### src/rtl/clkdiv_pkg.sv
// Shared types and default sizing for the multi-channel clock divider.
package clkdiv_pkg;

  localparam int unsigned CD_BITLEN = 8;
  localparam int unsigned CD_NCH    = 4;

  typedef enum logic {
    CD_TOGGLE = 1'b0,
    CD_PULSE  = 1'b1
  } cd_mode_t;

  typedef enum logic {
    CH_IDLE = 1'b0,
    CH_RUN  = 1'b1
  } ch_state_t;

endpackage : clkdiv_pkg

### src/rtl/clkdiv_multi_if.sv
// Control/output bundle of the multi-channel divider; master drives controls, slave returns hz/tick.
interface clkdiv_multi_if #(
  parameter int unsigned NCH    = 4,
  parameter int unsigned BITLEN = 8
);

  logic [NCH-1:0]        en;
  logic                  sync;
  logic [NCH*BITLEN-1:0] lim;
  logic [NCH-1:0]        mode;
  logic [NCH-1:0]        hz;
  logic [NCH-1:0]        tick;

  modport master (
    output en, sync, lim, mode,
    input  hz, tick
  );

  modport slave (
    input  en, sync, lim, mode,
    output hz, tick
  );

endinterface : clkdiv_multi_if

### src/rtl/clkdiv_chan.sv
// One divider channel: counter, shadow limit/mode applied at period boundaries, registered hz/tick.
module clkdiv_chan
  import clkdiv_pkg::*;
#(
  parameter int unsigned BITLEN = CD_BITLEN
) (
  input  logic              clk,
  input  logic              rst,
  input  logic              en,
  input  logic              sync,
  input  logic [BITLEN-1:0] lim,
  input  cd_mode_t          mode,
  output logic              hz,
  output logic              tick
);

  ch_state_t         state_q, state_d;
  logic [BITLEN-1:0] cnt_q, cnt_d;
  logic [BITLEN-1:0] act_lim_q, act_lim_d;
  cd_mode_t          act_mode_q, act_mode_d;
  logic              hz_q, hz_d;
  logic              tick_q, tick_d;
  logic              load;
  logic              wrap;

  // State and datapath registers
  always_ff @(posedge clk or negedge rst) begin
    if (!rst) begin
      state_q    <= CH_IDLE;
      cnt_q      <= '0;
      act_lim_q  <= '0;
      act_mode_q <= CD_TOGGLE;
      hz_q       <= 1'b0;
      tick_q     <= 1'b0;
    end else begin
      state_q    <= state_d;
      cnt_q      <= cnt_d;
      act_lim_q  <= act_lim_d;
      act_mode_q <= act_mode_d;
      hz_q       <= hz_d;
      tick_q     <= tick_d;
    end
  end

  // Next state: run while enabled, re-enable always passes through LOAD from IDLE
  always_comb begin
    state_d = state_q;
    if (!en) begin
      state_d = CH_IDLE;
    end else begin
      state_d = CH_RUN;
    end
  end

  // Counter, shadow reload and outputs; sync beats a coincident wrap
  always_comb begin
    cnt_d      = cnt_q;
    act_lim_d  = act_lim_q;
    act_mode_d = act_mode_q;
    hz_d       = hz_q;
    tick_d     = 1'b0;
    load       = en && ((state_q == CH_IDLE) || sync);
    wrap       = en && !load && (cnt_q == act_lim_q);

    if (!en) begin
      cnt_d = '0;
      hz_d  = 1'b0;
    end else if (load) begin
      cnt_d      = '0;
      act_lim_d  = lim;
      act_mode_d = mode;
      hz_d       = 1'b0;
    end else if (wrap) begin
      cnt_d      = '0;
      tick_d     = 1'b1;
      act_lim_d  = lim;
      act_mode_d = mode;
      // The incoming mode governs hz from this wrap edge onward
      hz_d       = (mode == CD_PULSE) ? 1'b1 : ~hz_q;
    end else begin
      cnt_d = cnt_q + BITLEN'(1);
      if (act_mode_q == CD_PULSE) begin
        hz_d = 1'b0;
      end
    end
  end

  assign hz   = hz_q;
  assign tick = tick_q;

endmodule : clkdiv_chan

### src/rtl/clkdiv_multi.sv
// NCH independent programmable divider channels sharing a single realign strobe.
module clkdiv_multi
  import clkdiv_pkg::*;
#(
  parameter int unsigned BITLEN = CD_BITLEN,
  parameter int unsigned NCH    = CD_NCH
) (
  input logic           clk,
  input logic           rst,
  clkdiv_multi_if.slave bus
);

  for (genvar i = 0; i < int'(NCH); i++) begin : g_ch
    clkdiv_chan #(
      .BITLEN (BITLEN)
    ) u_chan (
      .clk  (clk),
      .rst  (rst),
      .en   (bus.en[i]),
      .sync (bus.sync),
      .lim  (bus.lim[i*BITLEN +: BITLEN]),
      .mode (cd_mode_t'(bus.mode[i])),
      .hz   (bus.hz[i]),
      .tick (bus.tick[i])
    );
  end

endmodule : clkdiv_multi
### src/flat_wrapper.sv
// flat-port wrapper written by rule: the top's interface ports become plain ports
module clkdiv_multi_flat import clkdiv_pkg::*;
#(
  parameter int unsigned BITLEN = CD_BITLEN,
  parameter int unsigned NCH    = CD_NCH
)
  (clk, rst, bus_en, bus_sync, bus_lim, bus_mode, bus_hz, bus_tick);
  clkdiv_multi_if #(.NCH(NCH), .BITLEN(BITLEN)) bus_i ();
  input logic clk;
  input logic rst;
  input wire logic [$bits(bus_i.en)-1:0] bus_en;
  input wire logic [$bits(bus_i.sync)-1:0] bus_sync;
  input wire logic [$bits(bus_i.lim)-1:0] bus_lim;
  input wire logic [$bits(bus_i.mode)-1:0] bus_mode;
  output wire logic [$bits(bus_i.hz)-1:0] bus_hz;
  output wire logic [$bits(bus_i.tick)-1:0] bus_tick;
  assign bus_i.en = bus_en;
  assign bus_i.sync = bus_sync;
  assign bus_i.lim = bus_lim;
  assign bus_i.mode = bus_mode;
  assign bus_hz = bus_i.hz;
  assign bus_tick = bus_i.tick;
  clkdiv_multi #(.BITLEN(BITLEN), .NCH(NCH)) u_core (.clk(clk), .rst(rst), .bus(bus_i));
endmodule
### config.mk
export PLATFORM = sky130hd
export DESIGN_NAME = clkdiv_multi_flat
export DESIGN_NICKNAME = d
export VERILOG_FILES = /design/src/rtl/clkdiv_pkg.sv /design/src/rtl/clkdiv_multi_if.sv /design/src/rtl/clkdiv_chan.sv /design/src/rtl/clkdiv_multi.sv /design/src/flat_wrapper.sv
export SDC_FILE = /design/constraint.sdc
export NUM_CORES = 1
export LEC_CHECK = 0
export ABC_AREA = 1
export BUFFER_PORTS_ARGS = -buffer_cell sky130_fd_sc_hd__buf_2
export CAP_MARGIN = 20
export CORE_ASPECT_RATIO = 0.6
export CORE_MARGIN = 3
export CORE_UTILIZATION = 52
export CTS_CLUSTER_DIAMETER = 200
export DETAILED_ROUTE_END_ITERATION = 10
export PLACE_DENSITY = 0.76
export SLEW_MARGIN = 10
export SYNTH_ARGS = -nofsm -noshare
export SYNTH_HDL_FRONTEND = slang
export SYNTH_HIERARCHICAL = 1
export SYNTH_SLANG_ARGS = --single-unit
### constraint.sdc
create_clock -name clk -period 1.25 [get_ports clk]
set_input_delay 0.0625 -clock clk [delete_from_list [all_inputs] [get_ports clk]]
set_output_delay 0.0625 -clock clk [all_outputs]
set_load 0.05 [all_outputs]
==> qor.csv, run 1 <==
stage;metric;value;unit
outcome;status;finished with violations;
outcome;violations;setup timing;
logic_synthesis;synth_top_area_share;0.502;
power_and_ir_drop;intPower;5.03;mW
cts;cts-root-buf;clkbuf_16;
cts;htree_num_levels;3;
global_routing;track_usage;0.283;
logic_synthesis;synth-compound-area-share;0.0125;
power_and_ir_drop;ir_worst_vdd;0.746;mV
route;postRouteAntennaNets;0;
sta;fin_skew;0.00503;ns
setup_path;critPathSlowestCell;dfrtp_1;
power_and_ir_drop;p_comb_frac;0.221;
global_routing;grt_pass1_wl;19300;um
power_and_ir_drop;power.density;1050;mW/mm^2
placement;post-dp-hpwl;6880;um
die;die_y;73.8;um
setup_path;crit_start;u_core/g_ch[3].u_chan/cnt_q[2];
logic_synthesis;ys_seq_elements;80;
logic_synthesis;synthesis.nets;523;
route;via_per_inst;5.72;
setup_path;critPathRequiredTime;1.48;ns
sta;finalWorstSetupSlack;-0.350;ns
logic_synthesis;synthTopCellsByArea;dfrtp_1 (50%), nand2_1 (11%), nor2_1 (7.2%), nand3_1 (7.0%), xnor2_1 (5.3%);
logic_synthesis;muxShareOfSynthArea;0;
logic_synthesis;syn_inst;476;
setup_path;rrSetupSlack;-0.35;ns
global_routing;grt_antenna_before_repair;0;
cts;clockBufferDepth;2;
setup_path;path_depth;9;
logic_synthesis;seq_area_frac_synth;0.502;
route;wl_per_cell;20.5;um
route;drtPass1Iterations;6;
sta;hold_violations;0;
cts;clk_latency;0.34;ns
die;num_io_pins;51;
setup_path;crit_type;reg2reg;
logic_synthesis;synth_ff_type;dfrtp_1;
run;drv_cap;0;
setup_path;startpoint_type;register;
logic_synthesis;avgSynthCellArea;8.38;sq um
sta;finalCritPeriodShare;1.28;
die;fp.dieW;119;um
logic_synthesis;netlist_area;0.00399;sq mm
logic_synthesis;synth_top_family_by_area;simple AND/OR/NAND/NOR gates;
sta;slew_headroom;0.752;
finish;final_cells;815;
setup_path;reg2reg_to;u_core/g_ch[3].u_chan/act_lim_q[4];
global_routing;grt_max_degree;47;
setup_path;slowest_delay;0.43;ns
cts;cts_made_buffers;9;
setup_path;path_max_fanout;6;
logic_synthesis;yosysWarnings;6;
logic_synthesis;synth_xor_area_frac;0.0966;
logic_synthesis;yosysMostFrequentCell;nand2_1;
sta;grt_setup_unrepaired;true;
finish;fillers;254;
placement;place_inst;717;
setup_path;crit_end;u_core/g_ch[3].u_chan/act_lim_q[4];
setup_path;critical_path.top_delay_family;simple AND/OR/NAND/NOR gates;
logic_synthesis;yosys.area.top_type;dfrtp_1;
power_and_ir_drop;swShare;0.288;
power_and_ir_drop;seqPwrFrac;0.415;
hold_path;min_from;bus_en[1];
finish;design_area;0.00677;sq mm
global_routing;grt_pass1_vias;4217;
setup_path;crit_chain;inv_1, nor2_1, nor2_1, nand2_1, nor2_4, nand2_4, buf_6, nand3_2, nand2_1;
route;vias;4665;
route;drcViolationCount;0;
route;drt_first_iter_violations;484;
die;core_area;0.00736;sq mm
sta;slew_violations;0;
placement;globalplace.congestion;0.872;
hold_path;hp-class;in2reg;
logic_synthesis;synthTopCellsByCount;nand2_1 (116), dfrtp_1 (80), nor2_1 (76);
logic_synthesis;synth_edf_count;0;
finish;multi_input_area;0.00242;sq mm
logic_synthesis;synth.distinct_cells;18;
placement;placed_area;0.00503;sq mm
finish;num_antenna_cells;0;
route;wl;16700;um
power_and_ir_drop;static-leakage-power;3.31;nW
finish;seq_area;0.00201;sq mm
setup_path;reg2reg_depth;9;
sta;fmax;625;MHz
die;initial_core_util;0.542;
sta;fin_crit;1.60;ns
setup_path;r2r_start;u_core/g_ch[3].u_chan/cnt_q[2];
cts;clkSinkCount;80;
logic_synthesis;synthArstFlopShare;1.00;
logic_synthesis;synthAdderAreaFrac;0.0125;
finish;fin_nets;753;
die;dieArea;0.00879;sq mm
cts;tritoncts;done;
finish;drive_gt1_frac;0.474;
sta;max_slew.worst_pin.slew;0.370;ns
sta;finalSetupViolations;76;
cts;clkSlewWorstSetupHoldPaths;0.06;ns
setup_path;arrival;1.82;ns
die;core.rowCount;24;
power_and_ir_drop;power.share.clock;0.364;
setup_path;end_kind;register;
logic_synthesis;yosys.area_share.simple;0.320;
setup_path;path_buf_inv;2;
finish;syn_to_final_growth;69.6;%
global_routing;overflow;0;
placement;port_buffers;50;
power_and_ir_drop;p_sw;2.04;mW
## state kept, by name, summed over array words and instances (netlist names)
signal	count
u_core/g_ch.u_chan/act_lim_q	32
u_core/g_ch.u_chan/act_mode_q	4
u_core/g_ch.u_chan/cnt_q	32
u_core/g_ch.u_chan/hz	4
u_core/g_ch.u_chan/state_q	4
u_core/g_ch.u_chan/tick	4
## cell families (layout without fill, tap and decap cells)
group,after synthesis,in the layout
AOI/OAI and AO/OA,8,8
adders and majority gates,4,4
buffers and inverters,52,287
xor gates and xnor gates,44,44
DFF,80,80
and+or+nand+nor,288,288
## worst reg2reg max path, delay by kind of cell, from the launching register on
family                 cells  cell delay (ns)
buffers and inverters      2             0.27
flip-flops                 1             0.43
AND/OR/NAND/NOR            7             0.80
## per-stage QoR
| step | util | worst slack (ns) | hold WS (ns) | TNS, ns | power [mW] |
|---|---|---|---|---|---|
| floorplan | - | 0.00116 | -0.233 | 0 | 3.35 |
| global placement | 0.684 | -0.148 | 0.0475 | -6.51 | 3.82 |
| detailed placement | 0.684 | -0.249 | 0.0529 | -10.29 | 3.86 |
| CTS | 0.837 | -0.118 | 0.176 | -4.97 | 6.62 |
| global route | 0.920 | -0.385 | 0.265 | -21.33 | 7.28 |
| finish | 0.920 | -0.350 | 0.239 | -19.03 | 7.07 |
## worst min-delay path by stage
stage,slack [ns],endpoint,cells after the start
after floorplan,-0.23,u_core/g_ch[0].u_chan/act_lim_q[0],0
after global placement,0.05,u_core/g_ch[3].u_chan/act_lim_q[5],2
after detailed placement,0.05,u_core/g_ch[3].u_chan/tick,2
after CTS,0.18,u_core/g_ch[2].u_chan/act_lim_q[6],4
after global routing,0.26,u_core/g_ch[3].u_chan/tick,3
final,0.24,u_core/g_ch[1].u_chan/act_lim_q[3],4
## placed cells by master (no fill, tap or decap), types with 8 or more instances in the layout
master,n
nand2_1,104
nor2_2,21
nand2_4,9
nor2_1,46
nand2_2,13
buf_2,49
inv_1,37
inv_2,10
nor2_4,17
xor2_1,17
nand4_1,8
buf_4,119
buf_6,9
nand3_2,37
xnor2_2,13
clkbuf_16,9
xnor2_1,11
dfrtp_1,77
dlygate4sd3_1,41
nand3_1,17
## layer usage
metal / up-vias / track usage / wire length (um)
li1: 1953 / - / -
met1: 2258 / 0.329 / 6210
met2: 342 / 0.496 / 8110
met3: 112 / 0.0700 / 1330
met4: 0 / 0.144 / 1040
met5: - / 0 / 0
## area by class of cell
class / count / share of cell area
multi-input cells: 344 / 0.358
repair buffers: 223 / 0.257
well taps: 104 / 0.0192
clock inverters: 2 / 0.00185
inverters: 48 / 0.0270
clock buffers: 14 / 0.0405
flip-flops and latches: 80 / 0.296
## power groups by stage
stage	sequential (mW)	combinational [mW]	clock [mW]
global placement	2.91	0.904	0
global route	2.95	1.65	2.68
floorplan	2.89	0.454	0
detailed placement	2.92	0.936	0
CTS	2.89	1.17	2.56
finish	2.94	1.56	2.57
## what timing repair did
action | in CTS | in global routing
pin swaps | 30 | 67
endpoints found under the setup margin | 72 | 76
setup buffers | 19 | 27
cloned | 0 | 0
hold buffers | 41 | 0
gates resized for setup | 61 | 111
endpoints found under the hold margin | 124 | 0
No activity file was read; power rests on OpenSTA's default activity.
==> run 2: changes to the inputs <==
- CELL_PAD_IN_SITES_DETAIL_PLACEMENT: unset -> 1
- CELL_PAD_IN_SITES_GLOBAL_PLACEMENT: unset -> 1
- CORE_MARGIN: 3 -> 2
- CORE_UTILIZATION: 52 -> 39
- PLACE_DENSITY: 0.76 -> unset
- PLACE_DENSITY_LB_ADDON: unset -> 0.1
==> qor.csv, run 2 (same netlist as run 1, synthesis figures left out) <==
stage;metric;value;unit;change
route;wl;22900;um;+37%
setup_path;reg2reg_to;u_core/g_ch[2].u_chan/act_lim_q[1];;
finish;num_antenna_cells;0;;unchanged
finish;biggestRegsByFlops;u_core/g_ch.u_chan/act_lim_q (32), u_core/g_ch.u_chan/cnt_q (32);;
route;drtPass1Iterations;5;;-1
finish;final_cell_mix;buf_4 (111), nand2_1 (95), dfrtp_1 (72), buf_2 (49), dlygate4sd3_1 (41);;
setup_path;path_depth;9;;unchanged
sta;finalSetupViolations;76;;unchanged
sta;slew_violations;0;;unchanged
outcome;violations;setup timing;;
sta;tns;-20.75;ns;-1.72 ns
sta;hold_violations;0;;unchanged
global_routing;grt_pass1_wl;27200;um;+41%
die;num_io_pins;51;;unchanged
setup_path;path_max_fanout;9;;+3
route;drcViolationCount;0;;unchanged
setup_path;crit_type;reg2reg;;
setup_path;end_kind;register;;
power_and_ir_drop;ir_worst_vdd;0.858;mV;+15%
cts;clockBufferDepth;2;;unchanged
placement;port_buffers;50;;unchanged
die;die_y;82.3;um;+12%
finish;syn_to_final_growth;78.3;%;
finish;fin_nets;753;;unchanged
setup_path;arrival;1.92;ns;+0.10 ns
global_routing;grt_pass1_vias;4776;;+13%
setup_path;path_buf_inv;1;;-1
finish;layout_commonest_cell;buf_4;;
route;vias;4777;;+2.4%
hold_path;min_from;bus_en[1];;
die;initial_core_util;0.402;;-0.140
sta;fmax;619;MHz;-1.0%
run;drv_cap;0;;unchanged
die;core.rowCount;28;;+17%
sta;finalCritPeriodShare;1.29;;+0.0134
cts;clk_latency;0.36;ns;+0.02 ns
power_and_ir_drop;power.density;1060;mW/mm^2;+1.3%
die;fp.dieW;135;um;+13%
hold_path;hold_path_end;u_core/g_ch[1].u_chan/act_lim_q[7];;
sta;whs;0.166;ns;-0.0721 ns
global_routing;grt_max_degree;42;;-11%
finish;utilization;0.717;;-0.202
hold_path;hold_depth;4;;unchanged
sta;finalWorstSetupSlack;-0.366;ns;-0.0168 ns
sta;grt_setup_unrepaired;true;;
setup_path;reg2reg_depth;9;;unchanged
setup_path;slowest_delay;0.43;ns;about the same
die;core_area;0.00991;sq mm;+35%
setup_path;critPathRequiredTime;1.55;ns;+0.07 ns
placement;globalplace.congestion;0.834;;-4.3%
outcome;status;finished with violations;;
cts;cts_made_buffers;9;;unchanged
placement;post-dp-hpwl;8390;um;+22%
route;postRouteAntennaNets;0;;unchanged
cts;cts-root-buf;clkbuf_16;;
setup_path;startpoint_type;register;;
placement;pre_cts_ws;-0.318;ns;-0.0685 ns
global_routing;track_usage;0.334;;+0.0519
setup_path;r2r_start;u_core/g_ch[2].u_chan/act_lim_q[0];;
finish;final_cells;846;;+3.8%
placement;placed_area;0.00514;sq mm;+2.1%
hold_path;hp-class;in2reg;;
route;wl_per_cell;27.1;um;+32%
sta;fin_crit;1.62;ns;+0.0168 ns
placement;place_inst;757;;+5.6%
setup_path;critical_path.top_delay_family;simple AND/OR/NAND/NOR gates;;
power_and_ir_drop;static-leakage-power;3.36;nW;+1.5%
sta;max_slew.worst_pin.slew;0.425;ns;+0.0548 ns
cts;clkSlewWorstSetupHoldPaths;0.07;ns;about the same
setup_path;rrSetupSlack;-0.37;ns;-0.02 ns
global_routing;overflow;0;;unchanged
setup_path;crit_chain;inv_1, nor2_2, nor2_1, nand2_1, nor2_4, nand2_4, nand2_4, nand2_1, nand2_2;;
setup_path;crit_start;u_core/g_ch[2].u_chan/act_lim_q[0];;
cts;tritoncts;done;;
sta;slew_headroom;0.716;;-0.0366
finish;drive_gt1_frac;0.533;;+0.0591
finish;design_area;0.00711;sq mm;+5.1%
cts;clkSinkCount;80;;unchanged
setup_path;critPathSlowestCell;dfrtp_1;;
route;drt_first_iter_violations;347;;-28%
route;via_per_inst;5.65;;-1.4%
cts;htree_num_levels;3;;unchanged
die;dieArea;0.0111;sq mm;+26%
sta;fin_skew;0.00681;ns;+0.00178 ns
global_routing;grt_antenna_before_repair;0;;unchanged
power_and_ir_drop;p_total;7.53;mW;+6.5%
[run 2: cell count changes in the layout (fill, tap and decap cells not counted), sizes merged]
cell,change
nand2,+1
clkbuf,-1
buf,-1
clkinvlp,-1
bufinv,+1
clkinv,+1
[run 2: repair_timing]
item                                    4_1_cts  5_1_grt
setup buffers                                19       15
gates resized for setup                      81      164
endpoints found under the hold margin       123        0
endpoints found under the setup margin       73       76
pin swaps                                    26       77
cloned                                        2        0
hold buffers                                 41        0
[run 2: worst max-delay path by stage]
stage / endpoint
CTS: u_core/g_ch[0].u_chan/act_lim_q[4]
floorplan: u_core/g_ch[0].u_chan/cnt_q[7]
global placement: u_core/g_ch[3].u_chan/cnt_q[5]
finish: u_core/g_ch[2].u_chan/act_lim_q[1]
detailed placement: u_core/g_ch[0].u_chan/cnt_q[7]
global route: u_core/g_ch[2].u_chan/act_lim_q[7]
[run 2: worst register-to-register path, delay by kind of cell, from the launching register on]
family | cells | cell delay, ns
flops | 1 | 0.43
simple gates | 8 | 1.01
buf+inv | 1 | 0.12
[run 2: area by class of cell]
| type | count | area, sq um |
|---|---|---|
| Fill cell | 1057 | 2800 |
| Multi-Input combinational cell | 345 | 2700 |
| Sequential cell | 80 | 2010 |
| Timing Repair Buffer | 222 | 1750 |
| Clock buffer | 13 | 260 |
| Inverter | 48 | 183 |
| Tap cell | 135 | 169 |
| Clock inverter | 3 | 40.0 |
[run 2: routing by layer]
metal  GRT usage  share of wire  wire length, um  vias to the layer above
met5      0.0139              0                0                        -
met1       0.407           0.39             8840                     2431
met2       0.595           0.49            11300                      279
met4       0.131          0.053             1210                        0
met3      0.0684          0.067             1530                      114
li1            -              -                -                     1953
[run 2: report_power, final]
group | internal, mW | switching, mW
sequential | 2.75 | 0.217
clock | 1.65 | 1.17
combinational | 0.787 | 0.949
==> run 3: changes to the inputs <==
- RECOVER_POWER: unset -> 50
==> qor.csv, run 3 (same netlist as run 1, synthesis figures left out) <==
stage;metric;value;unit;change
cts;htree_num_levels;3;;unchanged
finish;biggestRegsByFlops;u_core/g_ch.u_chan/act_lim_q (32), u_core/g_ch.u_chan/cnt_q (32);;
setup_path;crit_end;u_core/g_ch[2].u_chan/act_lim_q[1];;
sta;finalWorstSetupSlack;-0.372;ns;-0.00540 ns
setup_path;path_buf_inv;1;;unchanged
die;initial_core_util;0.402;;unchanged
placement;place_inst;757;;unchanged
finish;layout_commonest_cell;buf_4;;
setup_path;path_max_fanout;9;;unchanged
run;drv_cap;0;;unchanged
global_routing;overflow;0;;unchanged
route;postRouteAntennaNets;0;;unchanged
finish;final_cells;846;;unchanged
sta;max_slew.worst_pin.slew;0.649;ns;+0.224 ns
setup_path;critPathSlowestCell;dfrtp_1;;
sta;whs;0.163;ns;-0.00355 ns
route;drt_first_iter_violations;378;;+8.9%
global_routing;grt_pass1_vias;4776;;unchanged
global_routing;track_usage;0.334;;unchanged
setup_path;reg2reg_to;u_core/g_ch[2].u_chan/act_lim_q[1];;
setup_path;rrSetupSlack;-0.37;ns;about the same
placement;globalplace.congestion;0.834;;unchanged
cts;clkSlewWorstSetupHoldPaths;0.07;ns;about the same
die;core_area;0.00991;sq mm;unchanged
global_routing;grt_max_degree;42;;unchanged
cts;clkSinkCount;80;;unchanged
cts;clk_latency;0.36;ns;about the same
power_and_ir_drop;static-leakage-power;3.35;nW;-0.39%
die;die_y;82.3;um;unchanged
setup_path;slowest_delay;0.43;ns;about the same
placement;post-dp-hpwl;8390;um;unchanged
cts;cts_made_buffers;9;;unchanged
route;drtPass1Iterations;5;;unchanged
sta;grt_setup_unrepaired;true;;
setup_path;startpoint_type;register;;
setup_path;critical_path.top_delay_family;simple AND/OR/NAND/NOR gates;;
cts;tritoncts;done;;
power_and_ir_drop;power.density;1060;mW/mm^2;+0.12%
route;drcViolationCount;0;;unchanged
sta;hold_violations;0;;unchanged
setup_path;critPathRequiredTime;1.55;ns;about the same
sta;slew_violations;0;;unchanged
outcome;status;finished with violations;;
power_and_ir_drop;ir_worst_vdd;0.863;mV;+0.65%
sta;finalSetupViolations;76;;unchanged
finish;design_area;0.00708;sq mm;-0.40%
global_routing;grt_pass1_wl;27200;um;unchanged
setup_path;arrival;1.92;ns;about the same
setup_path;crit_start;u_core/g_ch[2].u_chan/act_lim_q[0];;
die;core.rowCount;28;;unchanged
setup_path;end_kind;register;;
sta;finalCritPeriodShare;1.30;;+0.00432
placement;pre_cts_ws;-0.318;ns;unchanged
finish;utilization;0.715;;-0.00290
hold_path;hp-class;in2reg;;
die;fp.dieW;135;um;unchanged
route;wl;22800;um;-0.28%
finish;syn_to_final_growth;77.6;%;
setup_path;r2r_start;u_core/g_ch[2].u_chan/act_lim_q[0];;
sta;fmax;617;MHz;-0.33%
sta;tns;-20.55;ns;+0.206 ns
outcome;violations;setup timing;;
route;via_per_inst;5.59;;-1.0%
cts;cts-root-buf;clkbuf_16;;
sta;fin_crit;1.62;ns;+0.00540 ns
sta;slew_headroom;0.567;;-0.148
route;wl_per_cell;27.0;um;-0.28%
finish;fin_nets;753;;unchanged
setup_path;crit_chain;inv_1, nor2_2, nor2_1, nand2_1, nor2_4, nand2_4, nand2_4, nand2_1, nand2_2;;
finish;final_cell_mix;buf_4 (110), nand2_1 (95), dfrtp_1 (72), buf_2 (49), dlygate4sd3_1 (41);;
finish;drive_gt1_frac;0.532;;-0.00141
placement;port_buffers;50;;unchanged
finish;num_antenna_cells;0;;unchanged
die;dieArea;0.0111;sq mm;unchanged
setup_path;reg2reg_depth;9;;unchanged
power_and_ir_drop;p_total;7.51;mW;-0.29%
cts;clockBufferDepth;2;;unchanged
placement;placed_area;0.00514;sq mm;unchanged
route;vias;4728;;-1.0%
setup_path;crit_type;reg2reg;;
setup_path;path_depth;9;;unchanged
die;num_io_pins;51;;unchanged
sta;fin_skew;0.00728;ns;+0.000470 ns
global_routing;grt_antenna_before_repair;0;;unchanged
finish;fillers;1060;;+0.28%
-- run 3: changes by cell type in the layout (fill, tap and decap cells not counted), sizes merged --
cell,before,now
buf,181,178
clkbuf,13,16
-- run 3: repair_timing --
item                       CTS  global route
hold buffers                41             0
setup endpoints to repair   73            76
pin swaps                   26            77
resized for setup           81           164
hold endpoints to repair   123             0
setup buffers               19            15
cloned                       2             0
-- run 3: area by class of cell --
class                           instances  area (sq um)  area share
Clock buffer                           13           260      0.0367
Timing Repair Buffer                  222          1720       0.243
Clock inverter                          3          40.0     0.00565
Inverter                               48           183      0.0258
Tap cell                              135           169      0.0238
Sequential cell                        80          2010       0.284
Multi-Input combinational cell        345          2700       0.381
-- run 3: where the power goes --
part	switching, mW	leakage, nW	internal, mW
registers	0.217	1.03	2.75
logic	0.945	2.17	0.776
clock network	1.17	0.150	1.65
total	2.33	3.35	5.18
-- run 3: metal layers --
layer  global-route usage  part of all wire  up-vias
li1                     -                 -     1955
met1                0.407              0.38     2396
met2                0.595              0.50      265
met3               0.0684             0.067      112
met4                0.131             0.054        0
met5               0.0139                 0        -
-- run 3: worst min path at each step --
stage	start	endpoint	slack [ns]	cells after the start
final	bus_en[1]	u_core/g_ch[1].u_chan/act_lim_q[7]	0.16	4
after global routing	bus_en[1]	u_core/g_ch[1].u_chan/act_lim_q[7]	0.19	4
after CTS	bus_en[1]	u_core/g_ch[1].u_chan/act_lim_q[7]	0.1	4
after detailed placement	rst	u_core/g_ch[1].u_chan/act_lim_q[1]	0.06	2
after global placement	rst	u_core/g_ch[1].u_chan/act_lim_q[0]	0.06	2
after floorplan	rst	u_core/g_ch[0].u_chan/act_lim_q[0]	-0.23	0
-- run 3: worst register-to-register path, cell delays in order (launching register included) --
cell,delay (ns)
dfrtp_1,0.43
inv_1,0.12
nor2_2,0.07
nor2_1,0.14
nand2_1,0.13
nor2_4,0.16
nand2_4,0.13
nand2_4,0.16
nand2_1,0.13
nand2_2,0.10
